===== config.mk =====
export PLATFORM = sky130hd
export DESIGN_NAME = counter_ctrl
export DESIGN_NICKNAME = d
export VERILOG_FILES = /design/src/rtl/counter_ctrl_pkg.sv /design/src/rtl/inc_pulse_gen.sv /design/src/rtl/counter_ctrl.sv
export SDC_FILE = /design/constraint.sdc
export NUM_CORES = 1
export LEC_CHECK = 0
export CAP_MARGIN = 20
export CELL_PAD_IN_SITES_DETAIL_PLACEMENT = 0
export CELL_PAD_IN_SITES_GLOBAL_PLACEMENT = 1
export CORE_ASPECT_RATIO = 0.7
export CORE_MARGIN = 2
export CORE_UTILIZATION = 40
export DETAILED_ROUTE_END_ITERATION = 12
export PLACE_DENSITY_LB_ADDON = 0.1
export REMOVE_ABC_BUFFERS = 1
export SETUP_SLACK_MARGIN = 0.1
export SLEW_MARGIN = 25
export SYNTH_ARGS = -nofsm -noshare
export SYNTH_HDL_FRONTEND = slang
export SYNTH_HIERARCHICAL = 1
export SYNTH_SLANG_ARGS = --single-unit

===== constraint.sdc =====
create_clock -name clk -period 2.62 [get_ports clk]
set_input_delay 0.524 -clock clk [delete_from_list [all_inputs] [get_ports clk]]
set_output_delay 0.524 -clock clk [all_outputs]
set_load 0.05 [all_outputs]

===== src/rtl/counter_ctrl_pkg.sv =====
// -----------------------------------------------------------------------------
// counter_ctrl_pkg
// Shared definitions for the counter_ctrl command sequencer:
//   - command opcodes carried on cmd_op
//   - controller state encoding
//   - legal PRESCALE range
//   - burst_remaining(): converts a RUN operand into the number of pulses still
//     owed after the first one (operand 0 encodes a 16-pulse burst)
// -----------------------------------------------------------------------------
package counter_ctrl_pkg;

    localparam logic [1:0] OP_SET_MAX   = 2'b00;
    localparam logic [1:0] OP_SET_CARRY = 2'b01;
    localparam logic [1:0] OP_SET_DIR   = 2'b10;
    localparam logic [1:0] OP_RUN       = 2'b11;

    typedef enum logic [1:0] {
        ST_IDLE      = 2'd0,
        ST_CFG_MAX   = 2'd1,
        ST_CFG_CARRY = 2'd2,
        ST_RUN       = 2'd3
    } state_e;

    localparam int PRESCALE_MIN = 2;
    localparam int PRESCALE_MAX = 255;

    // The first pulse fires on the accept edge, so the burst still owes N-1.
    // Operand 0 means N = 16; 4'd0 - 1 wraps to 15, which is exactly that.
    function automatic logic [3:0] burst_remaining(input logic [3:0] n);
        return n - 4'd1;
    endfunction

endpackage


===== src/rtl/inc_pulse_gen.sv =====
// -----------------------------------------------------------------------------
// inc_pulse_gen
// Produces a burst of single-cycle inc pulses, one every PRESCALE cycles.
// Ports:
//   clk, reset : clock and synchronous active-high reset
//   start      : load a new burst; the first pulse is driven from this edge
//   n          : burst length operand (0 means 16)
//   abort      : stop the running burst; no further pulses are issued
//   inc        : registered pulse output
//   last       : high while the final pulse of the burst is being driven
// -----------------------------------------------------------------------------
module inc_pulse_gen
    import counter_ctrl_pkg::*;
#(
    parameter int PRESCALE = 4
) (
    input  logic       clk,
    input  logic       reset,
    input  logic       start,
    input  logic [3:0] n,
    input  logic       abort,
    output logic       inc,
    output logic       last
);

    // Out-of-range values are clamped so the counter width stays valid.
    localparam int PRESCALE_EFF = (PRESCALE < PRESCALE_MIN) ? PRESCALE_MIN :
                                  (PRESCALE > PRESCALE_MAX) ? PRESCALE_MAX : PRESCALE;
    localparam logic [7:0] PRE_RELOAD = 8'(PRESCALE_EFF - 1);

    logic       active_q, active_d;
    logic       inc_q, inc_d;
    logic [3:0] rem_q, rem_d;   // pulses still owed after the current one
    logic [7:0] pre_q, pre_d;   // cycles until the next pulse slot

    assign last = active_q && inc_q && (rem_q == 4'd0);
    assign inc  = inc_q;

    always_comb begin
        // NOTE: every variable gets a default first so no path leaves it unassigned (no latch).
        active_d = active_q;
        inc_d    = 1'b0;
        rem_d    = rem_q;
        pre_d    = pre_q;

        if (start) begin
            active_d = 1'b1;
            inc_d    = 1'b1;
            rem_d    = burst_remaining(n);
            pre_d    = PRE_RELOAD;
        end else if (active_q) begin
            if (abort || last) begin
                active_d = 1'b0;
            end else if (pre_q == 8'd0) begin
                inc_d = 1'b1;
                rem_d = rem_q - 4'd1;
                pre_d = PRE_RELOAD;
            end else begin
                pre_d = pre_q - 8'd1;
            end
        end
    end

    always_ff @(posedge clk) begin
        // NOTE: non-blocking assignments keep every flop sampling pre-edge values.
        if (reset) begin
            active_q <= 1'b0;
            inc_q    <= 1'b0;
            rem_q    <= 4'd0;
            pre_q    <= 8'd0;
        end else begin
            active_q <= active_d;
            inc_q    <= inc_d;
            rem_q    <= rem_d;
            pre_q    <= pre_d;
        end
    end

endmodule


===== src/rtl/counter_ctrl.sv =====
// -----------------------------------------------------------------------------
// counter_ctrl
// Command-driven sequencer for the 4-bit up/down counter. Decodes commands
// arriving over valid/ready into config pulses and timed inc bursts, and
// counts carry_out rising edges seen during a burst.
// Ports:
//   clk, reset                   : clock, synchronous active-high reset
//   cmd_valid/cmd_ready          : command handshake (ready only in IDLE)
//   cmd_op[1:0], cmd_data[3:0]   : opcode and operand
//   abort                        : stop a running burst (honoured in RUN only)
//   done                         : one-cycle pulse when a burst ends
//   carry_cnt[3:0]               : saturating carry edge count of last burst
//   inc, up_down_sel, max_en,
//   carry_en, max_val[3:0]       : registered controls to the counter
//   carry_out                    : carry indication from the counter
// -----------------------------------------------------------------------------
module counter_ctrl
    import counter_ctrl_pkg::*;
#(
    parameter int PRESCALE = 4
) (
    input  logic       clk,
    input  logic       reset,
    input  logic       cmd_valid,
    output logic       cmd_ready,
    input  logic [1:0] cmd_op,
    input  logic [3:0] cmd_data,
    input  logic       abort,
    output logic       done,
    output logic [3:0] carry_cnt,
    output logic       inc,
    output logic       up_down_sel,
    output logic       max_en,
    output logic       carry_en,
    output logic [3:0] max_val,
    input  logic       carry_out
);

    state_e     state_q, state_d;
    logic [3:0] max_val_q, max_val_d;
    logic       up_down_sel_q, up_down_sel_d;
    logic       max_en_q, max_en_d;
    logic       carry_en_q, carry_en_d;
    logic       done_q, done_d;
    logic [3:0] carry_cnt_q, carry_cnt_d;
    logic       carry_prev_q, carry_prev_d;

    logic cmd_accept;
    logic run_start;
    logic run_abort;
    logic pulse_last;

    assign cmd_ready  = (state_q == ST_IDLE);
    assign cmd_accept = cmd_valid && cmd_ready;
    assign run_start  = cmd_accept && (cmd_op == OP_RUN);
    assign run_abort  = abort && (state_q == ST_RUN);

    inc_pulse_gen #(
        .PRESCALE (PRESCALE)
    ) u_inc_pulse_gen (
        .clk   (clk),
        .reset (reset),
        .start (run_start),
        .n     (cmd_data),
        .abort (run_abort),
        .inc   (inc),
        .last  (pulse_last)
    );

    always_comb begin
        state_d       = state_q;
        max_val_d     = max_val_q;
        up_down_sel_d = up_down_sel_q;
        max_en_d      = 1'b0;
        carry_en_d    = 1'b0;
        done_d        = 1'b0;
        carry_cnt_d   = carry_cnt_q;
        carry_prev_d  = carry_out;

        case (state_q)
            ST_IDLE: begin
                if (cmd_accept) begin
                    case (cmd_op)
                        OP_SET_MAX: begin
                            max_val_d = cmd_data;
                            max_en_d  = 1'b1;
                            state_d   = ST_CFG_MAX;
                        end
                        OP_SET_CARRY: begin
                            max_val_d  = cmd_data;
                            carry_en_d = 1'b1;
                            state_d    = ST_CFG_CARRY;
                        end
                        OP_SET_DIR: begin
                            up_down_sel_d = cmd_data[0];
                        end
                        default: begin // OP_RUN
                            carry_cnt_d = 4'd0;
                            state_d     = ST_RUN;
                        end
                    endcase
                end
            end
            ST_CFG_MAX, ST_CFG_CARRY: begin
                state_d = ST_IDLE;
            end
            ST_RUN: begin
                // Rising edge of carry_out against its registered copy; the
                // final RUN cycle still counts because state_q is RUN there.
                if (carry_out && !carry_prev_q && (carry_cnt_q != 4'd15)) begin
                    carry_cnt_d = carry_cnt_q + 4'd1;
                end
                if (run_abort || pulse_last) begin
                    done_d  = 1'b1;
                    state_d = ST_IDLE;
                end
            end
            default: begin
                state_d = ST_IDLE;
            end
        endcase
    end

    always_ff @(posedge clk) begin
        if (reset) begin
            state_q       <= ST_IDLE;
            max_val_q     <= 4'd0;
            up_down_sel_q <= 1'b0;
            max_en_q      <= 1'b0;
            carry_en_q    <= 1'b0;
            done_q        <= 1'b0;
            carry_cnt_q   <= 4'd0;
            carry_prev_q  <= 1'b0;
        end else begin
            state_q       <= state_d;
            max_val_q     <= max_val_d;
            up_down_sel_q <= up_down_sel_d;
            max_en_q      <= max_en_d;
            carry_en_q    <= carry_en_d;
            done_q        <= done_d;
            carry_cnt_q   <= carry_cnt_d;
            carry_prev_q  <= carry_prev_d;
        end
    end

    assign max_val     = max_val_q;
    assign up_down_sel = up_down_sel_q;
    assign max_en      = max_en_q;
    assign carry_en    = carry_en_q;
    assign done        = done_q;
    assign carry_cnt   = carry_cnt_q;

endmodule

======== After elaboration in Yosys (flattened, before gate mapping) ========
Index checks and enable logic that the tools add are counted.
Widths: inputs -> output; s select.
operators by class
  $add $sub $neg .......................... 4
  eq/ne operators ......................... 13
  muxes and demuxes ....................... 26
  bitwise gates (word level) .............. 4
  reduce and logical (&&, ||, !) cells .... 29
operators by type and width
  cell                 number
  $mux 4               7
  $pmux 2 s3           2
  $reduce_and 3->1     4
  $mux 1               10
  $mux 2               5
  $eq 2x2->1 const B   4
  $logic_not 8->1      1
  $mux 8               1
  $pmux 4 s2           1
  $reduce_or 2->1      4
  $sub 4x1->4 const B  2
  $sub 8x1->8 const B  1
  $logic_and 1x1->1    7
  $ne 2x1->1 const B   3
  $ne 2x2->1 const B   3
  $reduce_bool 2->1    3
  $reduce_or 3->1      2
  $add 4x1->4 const B  1
  $eq 2x1->1 const B   2
  $logic_not 2->1      2
  $logic_not 4->1      1
  $ne 4x4->1 const B   1
  $not 1->1            4
  $reduce_and 2->1     2
  other kinds (3)      3
word-level totals
  register bits ........................... 29
  input port bits ......................... 11

======== Longest topological paths before layout ========
Gate-level depths: netlist of the first run.
  depth after elaboration ................. 6
  gate-level depth with buffers ........... 9
  depth with buffers taken out ............ 7

======== Hierarchy ========
Netlist of the first run, hierarchy kept.
modules (own cells, without submodules)
  module         times used  cells an instance  area each (um2)  seq. area each (um2)
  inc_pulse_gen  1           88                 828.3            280.3
  counter_ctrl   1           68                 695.7            300.3

======== Worst setup path after synthesis of the first run ========
Ideal clock, no wire load.
  path type ............................... input -> register
  start point ............................. input port cmd_valid
  end point ............................... register u_inc_pulse_gen.rem_q[2]
  data arrival time ....................... 1.934 ns
  required time ........................... 2.505 ns
  path slack .............................. 0.571 ns
  stages .................................. 8
  cell sequence ........................... nor3b_4 and3_1 buf_2 mux2i_1 ha_1 xnor2_1 a21oi_1 and3_1
on the way
  longest elaborated chain between the ends .. 4
  elaborated cells on any way between the ends .. 7
RTL lines
  element                                                           line                 text
  start, declared                                                   counter_ctrl.sv:24   input logic cmd_valid,
  $logic_and 1x1->1 (*)                                             counter_ctrl.sv:54   assign cmd_accept = cmd_valid && cmd_ready;
  $logic_and 1x1->1 (*)                                             counter_ctrl.sv:55   assign run_start = cmd_accept && (cmd_op == OP_RUN);
  named net run_start                                               counter_ctrl.sv:49   logic run_start;
  $ne 2x2->1 (no source line) or $reduce_bool 2->1 (tied branches)  n/a
  $reduce_and 3->1 (no source line)                                 n/a
  end signal, assigned                                              inc_pulse_gen.sv:74  rem_q <= rem_d;
  end, declared                                                     inc_pulse_gen.sv:33  logic [3:0] rem_q, rem_d;
Mark *: on every way through the listed nets, which the timed path passes. The rest lies on a longest branch.
A chain may end at the register's enable or synchronous reset.

======== Worst setup path in the final report of the first run ========
  start point ............................. input port cmd_valid
  end point ............................... register u_inc_pulse_gen.rem_q[3]
The elaborated chain is that of the path after synthesis.

==> impl_summary.md, run 1 <==
Status
The run finished with clean final reports.

Critical path
Counting both buffers and inverters, the worst setup path holds a total of 2. The largest individual stage delay along the critical path comes from the cell sky130_fd_sc_hd__clkdlybuf4s50_1. The cell family contributing the most delay on the critical path is buffers and inverters. The signal on the critical path passes through clkdlybuf4s50_1 > nor3b_4 > and3_1 > buf_4 > mux2i_1 > a32oi_1 > a41o_1 > a211o_1. The critical path startpoint category is a primary input. The kind of critical path is in2reg.

In this run the worst path has a maximum fanout of 8. The signal arrival time at the worst endpoint is 2490 ps. The biggest cell delay along the critical path is slightly above 500 ps.

STA puts the critical path data required time at 2780 ps. STA classifies the critical path endpoint as a flop.

Synthesis
After synthesis, the share of flip-flops with an asynchronous set or reset is 0%. The prevailing post-synth register cell is sky130_fd_sc_hd__dfxtp_1. In this run the mean area of a mapped cell was around 9.8 um^2.

The combined area of all synthesized cells is between 0.0015 and 0.002 mm^2. The number of synthesized register bits is 29. The count of flip-flops with a built-in enable after synthesis is 0.

Of the synthesized area, sequential elements account for between 30% and 40%. Yosys mapped the design onto ~50 distinct sky130hd cell types. The number of warnings issued by yosys is 6. Synthesis produced a netlist whose cell count is 156.

Power and ir drop
After layout, the design draws a total of 1060 uW. Combinational cells account for about 22% of the total power. The power spent charging and discharging nets is about 310 uW. Power spread over the standard cell area amounts to roughly 560 mW/mm^2. Of the total power, the clock network draws 32.5%. For this design the static power due to leakage is approximately 0.00072 uW. Of the total power, the share spent switching nets is 28.8%. The cell-internal power is 756 uW. The power share of the sequential group is between 40% and 50%. Across the VDD grid, the largest voltage drop is slightly above 300 uV.

Clocking
The clock reaches the later pin of the worst-skew pair after around 280 ps. The longest clock path from root to sink contains 2 buffers. Counting the buffers created by CTS gives 5. The clock-pin slew reported for the worst setup and hold paths after clock tree synthesis is 60 ps.

The CTS tree is yes. The number of buffers inserted by post-CTS setup repair is 0. In this run the clock root is driven by a sky130_fd_sc_hd__clkbuf_8. In this run, post-CTS hold repair placed 0 buffers.

The depth of the CTS H-tree is 2. In this run, post-CTS repair resized a total of 0 instances. The count of clock tree sinks is 29.

Final layout
The signed area change from the synthesized netlist to the final layout is 25.6%. Leaving out fill and tap cells, the most frequent cell in the layout is sky130_fd_sc_hd__dfxtp_1. For this run, the number of standard cells in the final layout without fillers is 237. The number of antenna repair diodes is 0.

After the last flow step, the layout net total stands at 200. Leaving out fill and tap cells, the most frequent cells in the layout are 29 x sky130_fd_sc_hd__dfxtp_1, 24 x sky130_fd_sc_hd__clkdlybuf4s50_1, 17 x sky130_fd_sc_hd__nor2_1, 9 x sky130_fd_sc_hd__mux2i_1. Cells with a size suffix above 1 make up roughly an eighth of the layout.

STA
Setup violations remaining at the end of the flow were counted as 0. In the final timing run, aggregate negative setup slack is 0 ps. Counting I/O delays and the setup requirement, the final critical path takes 2320 ps.

The actual transition at the worst max-transition pin is 528 ps. The largest clock skew in the final design is about 3.9 ps. The top achievable clock speed is between 400 and 500 MHz. The share of the clock period used by the worst path after layout is between 80% and 90%.

The final hold violation count came to 0. Setup repair after global routing left no endpoint under its margin. The final count of pins violating max slew came to 0.

Headroom to the max-slew limit came out at 64.7%.

Routing
The count of TritonRoute iterations in the first routing pass is 4. The detailed-route wire length is 3470 um. In the routed design, unresolved DRC markers number 0. The total number of vias is about 1300. The highest metal layer with signal wires is met4. The detailed router put a total of 1810 um of wire on met1. The met3 wirelength from detailed routing is around 250 um.

Summed over all nets, wire length on met2 after detailed routing comes to about 1400 um. The first routing iteration left 87 violations. After detailed routing, the number of vias per cell comes to about 5.5. The detail route stage leaves a number of antenna-violating nets equal to 0. The per-cell routed wire length is roughly 15 um.

Floorplan
The floorplan step defined a die boundary enclosing about 0.0043 mm^2. The I/O pin count is 25. The placement row count is 18. The die outline height is 55.6 um. In this run the horizontal extent of the chip is around 78 um. The area of the core is between 0.003 and 0.004 mm^2. For this configuration, the core starts out at a cell density of a little over two fifths.

GRT
The number of global-route vias before repair is between 1000 and 1500. Global routing finished with a remaining overflow of 0. The largest net degree at the start of global routing is 15. The number of antenna violations at the first check in global routing was 0. Global routing consumed, over all layers together, approximately 17% of the routing resources. The global-route wire length before repair is roughly 5700 um.

Run
The tool flagged a number of max-cap violations equal to 0.

Placement
During placement, the flow inserted port buffers numbering 24. The number of placed instances with taps included is ~230. The half-perimeter wire length of the detailed placement result is 2650 um.

The global placement routability congestion is 0.899.

Min path
The worst min-delay path class is reg2reg.
## power groups by stage
stage                     logic [uW]  clock network (uW)  registers, uW
final                            230                 346            486
after detailed placement         229                   0            495
after CTS                        230                 360            486
after global placement           225                   0            494
after floorplan                  134                   0            508
after global routing             251                 377            489
## worst paths after layout
path	startpoint	endpoint	slack, ps	cells past startpoint
setup reg to reg	state_q[0]$_SDFFE_PP0P_	u_inc_pulse_gen/rem_q[3]$_SDFFE_PP0P_	550	7
hold / removal	up_down_sel$_SDFFE_PP0P_	up_down_sel$_SDFFE_PP0P_	490	2
setup / recovery	cmd_valid	u_inc_pulse_gen/rem_q[3]$_SDFFE_PP0P_	300	8
hold reg to reg	up_down_sel$_SDFFE_PP0P_	up_down_sel$_SDFFE_PP0P_	490	2
## worst reg2reg max path: stages (launching register included)
cell,delay (ps)
sky130_fd_sc_hd__dfxtp_1,610
sky130_fd_sc_hd__nor3b_4,90
sky130_fd_sc_hd__and3_1,250
sky130_fd_sc_hd__buf_4,180
sky130_fd_sc_hd__or3b_2,480
sky130_fd_sc_hd__a32oi_1,200
sky130_fd_sc_hd__a41o_1,120
sky130_fd_sc_hd__a211o_1,90
## layer usage
metal	global-route usage, %	vias to the layer above
met5	0	-
met4	6.12	0
met3	5.68	2
met2	21.9	42
met1	26.1	611
li1	-	637
## through the flow
stage               hold slack (ps)  utilization (%)  setup slack, ps  area (um^2)
detailed placement              480             51.2             35.4         1830
global route                    520             53.5              219         1910
CTS                             488             53.5              322         1910
floorplan                       488                -              328         1470
finish                          485             53.5              299         1910
global placement                473             51.2             97.4         1830
## cell type report
type | instances | area (um^2)
Clock buffer | 8 | 80.1
Timing Repair Buffer | 32 | 300
Sequential cell | 29 | 581
Fill cell | 314 | 1670
Tap cell | 50 | 62.6
Inverter | 5 | 18.8
Multi-Input combinational cell | 113 | 872
## cells in the mapped netlist (all sizes together), types with 2 or more instances
master / n / area (um^2)
dfxtp: 29 / 581
a21oi: 9 / 48.8
mux2: 2 / 22.5
or3b: 3 / 26.3
a211o: 2 / 18.8
and4b: 2 / 20.0
inv: 4 / 15.0
ha: 3 / 37.5
nor2b: 3 / 18.8
a311o: 3 / 30.0
nand3: 4 / 20.0
nand4b: 2 / 17.5
a2111oi: 3 / 38.8
nand2b: 3 / 18.8
clkbuf: 3 / 11.3
a211oi: 3 / 27.5
nand2: 5 / 18.8
nor4b: 5 / 73.8
nor3: 5 / 25.0
and3: 4 / 25.0
a32oi: 2 / 25.0
nor2: 17 / 63.8
buf: 6 / 41.3
xnor2: 6 / 52.6
nand4: 2 / 12.5
nor4: 2 / 12.5
mux2i: 9 / 90.1
## logic make-up (layout without fill, tap and decap cells)
logic type      Yosys count  in the layout  synth area share, %
compound gates           27             27                 14.9
flops                    29             29                 38.1
fa+ha+maj                 3              3                 2.46
buf+inv                  14             45                 4.68
simple gates             66             66                 29.0
xor+xnor                  6              6                 3.45
mux                      11             11                 7.39
## registers in the layout, summed over array words and instances, names as in the netlist, 2 cells and up
register and flops:
carry_cnt 4, state_q 2, u_inc_pulse_gen/pre_q 8, u_inc_pulse_gen/rem_q 4
max_val 4
Note: power is estimated with default switching activity, not from simulation.
==> run 2: changes to the inputs <==
--- a/config.mk
+++ b/config.mk
@@ -9,7 +9,7 @@
 export CELL_PAD_IN_SITES_DETAIL_PLACEMENT = 0
 export CELL_PAD_IN_SITES_GLOBAL_PLACEMENT = 1
 export CORE_ASPECT_RATIO = 0.7
-export CORE_MARGIN = 2
+export CORE_MARGIN = 1.5
 export CORE_UTILIZATION = 40
 export DETAILED_ROUTE_END_ITERATION = 12
 export PLACE_DENSITY_LB_ADDON = 0.1
==> run 2 against run 1 <==
Against the previous run:
- via count decreased by 0.77%
- setup slack got worse by 8.8 ps
- fmax decreased by 0.38%
- critical path depth unchanged
- power decreased by 1.9%
- clock skew increased by 0.95 ps
- critical path type unchanged
- largest cell class unchanged
==> impl_summary.md, run 2 (synthesized netlist as in run 1, its figures left out) <==
Status
The run finished with clean final reports.

Floorplan
The floorplan step set the die width to ~77 um. The die footprint is 0.00419 mm^2. In this run the core area contains 18 standard-cell rows.

25 I/O pins were placed. The die outline height is 54.6 um. The region available for standard cell placement spans 0.00358 mm^2.

For this configuration, the core starts out at a cell density of a little over two fifths.

Final layout
The final core utilization is 53.5%. The signed area change from the synthesized netlist to the final layout is 25.7%. The number of antenna diodes in the final layout is 0. The number of standard cells in the layout, taps in and fillers out is around 240. Leaving out fill and tap cells, the most frequent cell in the layout is sky130_fd_sc_hd__dfxtp_1. The final-layout fill cell count is between 300 and 400. The post-route netlist has ~15% of its cells at a drive strength greater than 1.

The net count of the finished layout is 201. The register with the most flip-flops in the layout has 8 of them. Leaving out fill and tap cells, the most frequent cells in the layout are 29 x sky130_fd_sc_hd__dfxtp_1, 24 x sky130_fd_sc_hd__clkdlybuf4s50_1, 17 x sky130_fd_sc_hd__nor2_1, 9 x sky130_fd_sc_hd__mux2i_1, 9 x sky130_fd_sc_hd__buf_4. The largest register by flop count is u_inc_pulse_gen/pre_q.

Power and ir drop
The portion of total power attributed to the clock network is 31.3%. The power spent charging and discharging nets is approximately 300 uW. In this run the static leakage power is roughly 0.00072 uW. The fraction of power spent switching nets is ~29%. The combinational share of power is about 22%. The worst ir drop on vdd is 292 uV. The power density of the placed cells is 544 mW/mm^2.

The power share of the sequential group is 46.6%. Internal power comes to between 700 and 800 uW.

Clocking
The clock-pin slew reported for the worst setup and hold paths after clock tree synthesis is about 60 ps. TritonCTS created 5 clock buffers. The number of gates given a new drive strength after cts is 0.

In this run the clock root is driven by a sky130_fd_sc_hd__clkbuf_8. For this design, the sink count on the clock tree is 29. The clock latency on the worst-skew pair is 270 ps. The number of buffers inserted by post-CTS setup repair is 0.

The CTS tree is yes. The number of buffers on the longest clock path is 2. The number of buffers inserted by hold repair at cts is 0. The H-tree was split into 2 levels.

GRT
The global routing's busiest layer is met2. The number of antenna violations at the first check in global routing is 0. The number of global-route vias before repair is 1191. The fraction of met2 tracks used by global routing is 27.3%.

The global-route wire length before repair is between 5000 and 6000 um. The met3 layer usage reported by global route is under 10%. For this run, the total global-route usage over all layers was measured as 18.5%.

The leftover overflow at the end of global routing is 0. The largest net degree at the start of global routing is 14. For met1 alone, demand over resource in global routing was 25.7%.

STA
The share of the clock period used by the worst path after layout is roughly 89%. The actual transition at the worst max-transition pin is about 530 ps. The final hold violation count is 0. The accumulated negative setup slack is 0 ps. The headroom to the max-slew limit is about 65%. Setup slack closes at 290 ps.

The top achievable clock speed is 429 MHz. Setup repair after global routing left no endpoint under its margin. For the finished layout, the period the worst path requires is between 2000 and 2500 ps. The number of failing setup endpoints in the final timing report is 0.

The largest clock skew in the final design is 4.81 ps. The final count of pins violating max slew is 0.

Placement
Once placement completed, the tool counted placed cells totaling between 200 and 250. Buffers placed on the I/O ports in this run total 24. The setup slack after placement is roughly 3.6 ps. The half-perimeter wire length of the detailed placement result is roughly 2700 um. The global placement routability congestion is ~0.86.

Routing
The count of nets left with antenna violations once routing finished came out at 0. Before antenna repair, the detailed router went through 4 iterations. The total number of vias is between 1000 and 1500. The number of DRC violations after detailed-routing iteration 0 is 55. Dividing the detail-routed wire length by the instance count gives approximately 15 um. The average via count per standard cell is roughly 5.4. In the routed design, unresolved DRC markers number 0.

Wires add up to around 3500 um.

Min path
The worst hold path depth is 2. The launch instance of the worst min-delay path is max_val[3]$_SDFFE_PP0P_. The min-delay analysis places its worst path in the category reg2reg.

The worst hold path terminates at max_val[3]$_SDFFE_PP0P_.

Critical path
The slowest stage of the critical path is the sky130_fd_sc_hd__clkdlybuf4s50_1 cell. The biggest cell delay along the critical path is slightly above 500 ps. The worst setup path is launched from a primary input. The largest fanout on the critical path is 6. For flop-to-flop paths, the worst setup slack is approximately 570 ps. The signal on the critical path passes through clkdlybuf4s50_1 > nor3b_4 > and3_1 > buf_4 > mux2i_1 > a32oi_1 > a41o_1 > a211o_1. The critical path is of the in2reg type.

At the worst endpoint, the arrival time is between 2000 and 2500 ps. The worst setup path is captured at a flop. The worst register-to-register path has a depth of 7.

The startpoint of the worst register-to-register path is state_q[0]$_SDFFE_PP0P_. Data on the critical path is required at its endpoint by approximately 2800 ps. The reg-to-reg critical path endpoint is u_inc_pulse_gen/rem_q[3]$_SDFFE_PP0P_.

Run
The total of max-cap violations is 0.
==> run 2: cell types whose count changed in the layout (fill, tap and decap cells not counted), sizes merged <==
cell,before,now
buf,8,9
clkinv,1,2
clkbuf,8,5
==> run 2: through the flow <==
stage | hold WS, ps | instance area, um^2 | total power (uW)
floorplan | 488 | 1470 | 642
global placement | 472 | 1840 | 720
detailed placement | 483 | 1840 | 724
CTS | 509 | 1920 | 1060
global route | 537 | 1920 | 1100
finish | 499 | 1920 | 1040
==> run 2: per-layer routing <==
metal	vias up	routed length, um
met5	-	0
met4	0	21
met3	4	265
met2	38	1440
met1	600	1790
li1	640	-
==> run 2: critical path: cells and delay by family <==
family	cells	cell delay (ps)
AOI/OAI and AO/OA	3	560
buffers and inverters	2	690
and+or+nand+nor	2	480
muxes	1	230
==> run 2: worst max path at each step <==
| stage | endpoint | startpoint | slack [ps] | cells past startpoint |
|---|---|---|---|---|
| detailed placement | u_inc_pulse_gen/rem_q[3]$_SDFFE_PP0P_ | cmd_valid | 4 | 8 |
| CTS | u_inc_pulse_gen/rem_q[3]$_SDFFE_PP0P_ | cmd_valid | 290 | 8 |
| global route | u_inc_pulse_gen/rem_q[3]$_SDFFE_PP0P_ | cmd_valid | 200 | 8 |
| global placement | u_inc_pulse_gen/rem_q[3]$_SDFFE_PP0P_ | cmd_valid | 100 | 8 |
| finish | u_inc_pulse_gen/rem_q[3]$_SDFFE_PP0P_ | cmd_valid | 290 | 8 |
| floorplan | u_inc_pulse_gen/rem_q[2]$_SDFFE_PP0P_ | cmd_valid | 330 | 7 |
==> run 2: final cells by class <==
cell class / count / area (um^2) / share of cell area (%)
Tap cell: 50 / 62.6 / 3.27
Inverter: 5 / 18.8 / 0.980
Multi-Input combinational cell: 113 / 872 / 45.5
Timing Repair Buffer: 33 / 308 / 16.1
Clock inverter: 1 / 5.00 / 0.261
Sequential cell: 29 / 581 / 30.3
Clock buffer: 5 / 68.8 / 3.59
==> run 2: power groups by stage <==
stage	Combinational, uW	Sequential (uW)	Clock (uW)
floorplan	134	508	0
global placement	226	494	0
detailed placement	230	495	0
CTS	231	485	340
global route	254	489	355
finish	231	486	326
==> run 3: changes to the inputs <==
--- a/config.mk
+++ b/config.mk
@@ -5,12 +5,12 @@
 export SDC_FILE = /design/constraint.sdc
 export NUM_CORES = 1
 export LEC_CHECK = 0
-export CAP_MARGIN = 20
+export ABC_AREA = 1
 export CELL_PAD_IN_SITES_DETAIL_PLACEMENT = 0
 export CELL_PAD_IN_SITES_GLOBAL_PLACEMENT = 1
 export CORE_ASPECT_RATIO = 0.7
 export CORE_MARGIN = 1.5
-export CORE_UTILIZATION = 40
+export CORE_UTILIZATION = 38
 export DETAILED_ROUTE_END_ITERATION = 12
 export PLACE_DENSITY_LB_ADDON = 0.1
 export REMOVE_ABC_BUFFERS = 1
==> run 3 against run 2 <==
Against the previous run:
- clock skew barely moved
- clock power rose by 7.7%
- sequential share of layout area rose by 0.24 points
- setup slack improved by 170 ps
- sequential power fell by 0.8%
- synthesized area fell by 0.82%
- routed wire length fell by 8.7%
- die area rose by 4.2%
- synthesized cell count rose by 32%
- via count rose by 7.6%
- highest routed layer unchanged
- hold slack got worse by 35 ps
- fmax rose by 7.6%
==> impl_summary.md, run 3 <==
Synthesis
The cell count after synthesis came out at ~200. The async set-or-reset flop fraction in the synthesized netlist is 0%. The sequential share of the synthesized area is about two fifths. For this run, the leading register cell type out of synthesis is sky130_fd_sc_hd__dfxtp_1. In this run, distinct cell masters in the synthesized netlist total 30. The compound-gate portion of the synthesized area is about a tenth. After Yosys synthesis, and, or, nand and nor cells account for between 30% and 40% of the synthesized area. In this run the biggest area consumer among cell types represents between 30% and 40% of the synthesized area. The most numerous cell in the Yosys netlist is sky130_fd_sc_hd__nand2_1. In the post-synthesis netlist, the biggest area contributors are sky130_fd_sc_hd__dfxtp_1 38%, sky130_fd_sc_hd__nand2_1 11%, sky130_fd_sc_hd__inv_1 6.5%.

By area, the combinational part of the netlist is dominated by simple AND/OR/NAND/NOR gates. Of all cell types, the one taking the most synthesized area is sky130_fd_sc_hd__dfxtp_1. A synthesized cell averages 7.34 um^2. Multiplexer cells account for 0% of the synthesized area. The synthesized netlist occupies a cell area of around 0.0015 mm^2. The area share of fa/ha/maj cells after synthesis is under 10%. The count of flip-flops with a built-in enable after synthesis is 0. By count the netlist is led by 43 x sky130_fd_sc_hd__nand2_1, 29 x sky130_fd_sc_hd__dfxtp_1, 26 x sky130_fd_sc_hd__inv_1, 25 x sky130_fd_sc_hd__nor2_1, 16 x sky130_fd_sc_hd__nand3_1. The number of warnings issued by yosys is 6.

Synthesis inferred 29 register bits. The xor/xnor cell area share of the yosys netlist is about 2.3%.

Floorplan
After floorplanning, the core was divided into 18 placement rows. The area of the core is roughly 0.0037 mm^2. The die is roughly 56 um tall. The die footprint is 0.00437 mm^2. The die extent in x is 78.4 um. The I/O pin count is 25.

The initial core utilization is around two fifths.

Clocking
The number of buffers inserted by post-CTS setup repair is 0. The depth of the CTS H-tree is 2. The CTS tree is yes. No sink is reached through more buffers than the 2 on the longest clock path. CTS saw 29 sinks. TritonCTS created 5 clock buffers. The library cell used as clock root buffer is sky130_fd_sc_hd__clkbuf_8. The number of buffers inserted by hold repair at cts is 0. At the later pin of the worst-skew pair, clock insertion delay measures ~280 ps. The clock-pin slew reported for the worst setup and hold paths after clock tree synthesis is approximately 60 ps. Post-CTS repair changed the size of 0 cells.

Final layout
Summing all multi-input logic gate instances after layout gives between 800 and 900 um^2. The repair_antennas step left the layout with diodes totalling 0. The signed area change from the synthesized netlist to the final layout is 25.7%.

The filler cells instantiated in the layout total ~370. u_inc_pulse_gen/pre_q holds more flip-flops than any other register. The register with the most flip-flops in the layout has 8 of them. The top cell types in the final layout, fill and taps aside, are 43 x sky130_fd_sc_hd__nand2_1, 29 x sky130_fd_sc_hd__dfxtp_1, 26 x sky130_fd_sc_hd__inv_1, 25 x sky130_fd_sc_hd__nor2_1, 24 x sky130_fd_sc_hd__clkdlybuf4s50_1. The share of cells above drive strength 1 is approximately 16%. The register area is just under 600 um^2. The commonest non-fill, non-tap cell in the layout is sky130_fd_sc_hd__nand2_1. The count of cells in the finished layout, fillers not included, comes to 288. The layout net count is between 200 and 300.

Routing
In the routed design, unresolved DRC markers number 0. The first detailed-routing pass ran for 4 iterations. After the first detailed-routing iteration, the DRC count stood at between 90 and 100. Once detail routing completed, the nets flagged for antenna violations numbered 0. In the final routed layout, each cell accounts on average for roughly 11 um.

The average via count per standard cell is around 4.8. Detailed routing inserted a total of approximately 1400 vias. The routed design has approximately 3200 um of wire.

Power and ir drop
The combinational share of power is 21.9%. Per report_power, the sequential group accounts for ~45% of the total. Net switching is ~31% of the power. VDD sags by at most roughly 290 uV. The cell-internal power is approximately 740 uW. The portion of total power attributed to the clock network is about a third. The total power of the final layout is ~1100 uW. The leakage power is between 0.0008 and 0.0009 uW. The power density of the placed cells is 561 mW/mm^2. Summed over all nets, the switching power comes to between 300 and 400 uW.

STA
The post-route minimum period is about 2200 ps. Setup violations remaining at the end of the flow were counted as 0. The headroom to the max-slew limit is 66.6%. The final critical path takes up 82.6% of the cycle. The largest clock skew in the final design is approximately 4.5 ps.

The top achievable clock speed is about 460 MHz. Summed over all failing endpoints, the final setup total negative slack is 0 ps. The final count of pins violating max slew is 0.

For the pin with the worst max-slew slack, the measured transition is 499 ps. The final hold violation count came to 0. Setup repair after global routing left no endpoint under its margin. Hold timing on the final database bottoms out at a slack of about 460 ps.

Placement
Including well taps, the total number of placed cells is between 200 and 300. At the end of routability-driven placement, the weighted congestion stood at between 0.7 and 0.8. Once detailed placement completed, the half-perimeter wirelength came to 2500 um.

The count of port buffers added during placement is 24.

Critical path
The capturing element type of the critical path is a flop. Following the worst setup path forward leads to its endpoint at u_inc_pulse_gen/rem_q[3]$_SDFFE_PP0P_. The signal arrival time at the worst endpoint is between 2000 and 2500 ps. The worst setup path is launched from a primary input. The critical path is of the in2reg type. The number of cells traversed by the worst register-to-register path is 13.

The data required time at the worst endpoint is approximately 2800 ps. The startpoint of the worst register-to-register path is state_q[0]$_SDFFE_PP0P_. The reg-to-reg setup timing slack is approximately 830 ps. The endpoint identified for the worst register-to-register timing path is u_inc_pulse_gen/rem_q[3]$_SDFFE_PP0P_.

Tracing the worst setup path back leads to its startpoint at cmd_op[0]. Along the worst path, the maximum fanout reaches 11.

Run
Max-cap violations in this run came to 0.

GRT
The leftover overflow at the end of global routing is 0. The number of global-route vias before repair is around 1300. The largest net degree at the start of global routing is 14. The number of antenna violations at the first check in global routing is 0. The global-route wire length before repair is 5530 um. In the global route stage, overall resource usage came out at 16.1%.

Status
The flow ran to the end, and the final reports show no timing, DRC or antenna violations.

Min path
The worst hold path belongs to the class reg2reg.
run 3: worst max-delay path, stage by stage:
cell	delay (ps)
sky130_fd_sc_hd__clkdlybuf4s50_1	540
sky130_fd_sc_hd__nand2_1	70
sky130_fd_sc_hd__inv_1	60
sky130_fd_sc_hd__nand3_2	130
sky130_fd_sc_hd__inv_1	190
sky130_fd_sc_hd__inv_1	100
sky130_fd_sc_hd__buf_4	190
sky130_fd_sc_hd__nand2_1	60
sky130_fd_sc_hd__nand2_1	70
sky130_fd_sc_hd__nor2_1	130
sky130_fd_sc_hd__nand2_1	70
sky130_fd_sc_hd__nand2_1	60
sky130_fd_sc_hd__nand2_1	50
sky130_fd_sc_hd__nand2_1	60
sky130_fd_sc_hd__nand2_1	40
run 3: power groups by stage:
stage | Clock (uW) | Sequential, uW | Combinational (uW)
final | 351 | 482 | 234
after floorplan | 0 | 513 | 142
after detailed placement | 0 | 492 | 235
after global routing | 383 | 484 | 264
after CTS | 362 | 482 | 236
after global placement | 0 | 491 | 232
run 3: per-stage QoR:
stage / area, um^2 / utilization (%) / setup slack [ps]
floorplan: 1500 / - / 621
global route: 1900 / 51.8 / 230
global placement: 1820 / 49.5 / 229
finish: 1900 / 51.8 / 456
detailed placement: 1820 / 49.5 / 144
CTS: 1900 / 51.8 / 439
run 3: cell type report:
type | instances | share of cell area (%)
repair buffers | 26 | 13.4
inverters | 30 | 6.19
well taps | 50 | 3.29
multi-input cells | 145 | 42.2
clock buffers | 6 | 3.82
clock inverters | 2 | 0.527
flip-flops and latches | 29 | 30.5
run 3: routing by layer:
layer  up-vias  share of wire [%]  global-route usage [%]  routed length (um)
met5         -                  0                       0                   0
met4         0                1.2                    6.38                  38
met2        30                 43                    24.3                1370
li1        721                  -                       -                   -
met3         5                5.5                    4.59                 175
met1       623                 51                    21.5                1620
run 3: worst min-delay path by stage:
stage	slack [ps]	depth (start not counted)	from	end
6_report	460	2	max_val[3]$_SDFFE_PP0P_	max_val[3]$_SDFFE_PP0P_
5_1_grt	490	2	max_val[3]$_SDFFE_PP0P_	max_val[3]$_SDFFE_PP0P_
4_1_cts	470	2	max_val[3]$_SDFFE_PP0P_	max_val[3]$_SDFFE_PP0P_
3_5_place_dp	450	2	max_val[3]$_SDFFE_PP0P_	max_val[3]$_SDFFE_PP0P_
3_3_place_gp	450	2	max_val[0]$_SDFFE_PP0P_	max_val[0]$_SDFFE_PP0P_
2_1_floorplan	450	2	u_inc_pulse_gen/pre_q[0]$_SDFFE_PP0P_	u_inc_pulse_gen/pre_q[0]$_SDFFE_PP0P_
run 3: kinds of logic after synthesis:
family / count (synthesis)
xor+xnor: 4
buf+inv: 32
simple gates: 113
compound gates: 25
fa+ha+maj: 3
flops: 29
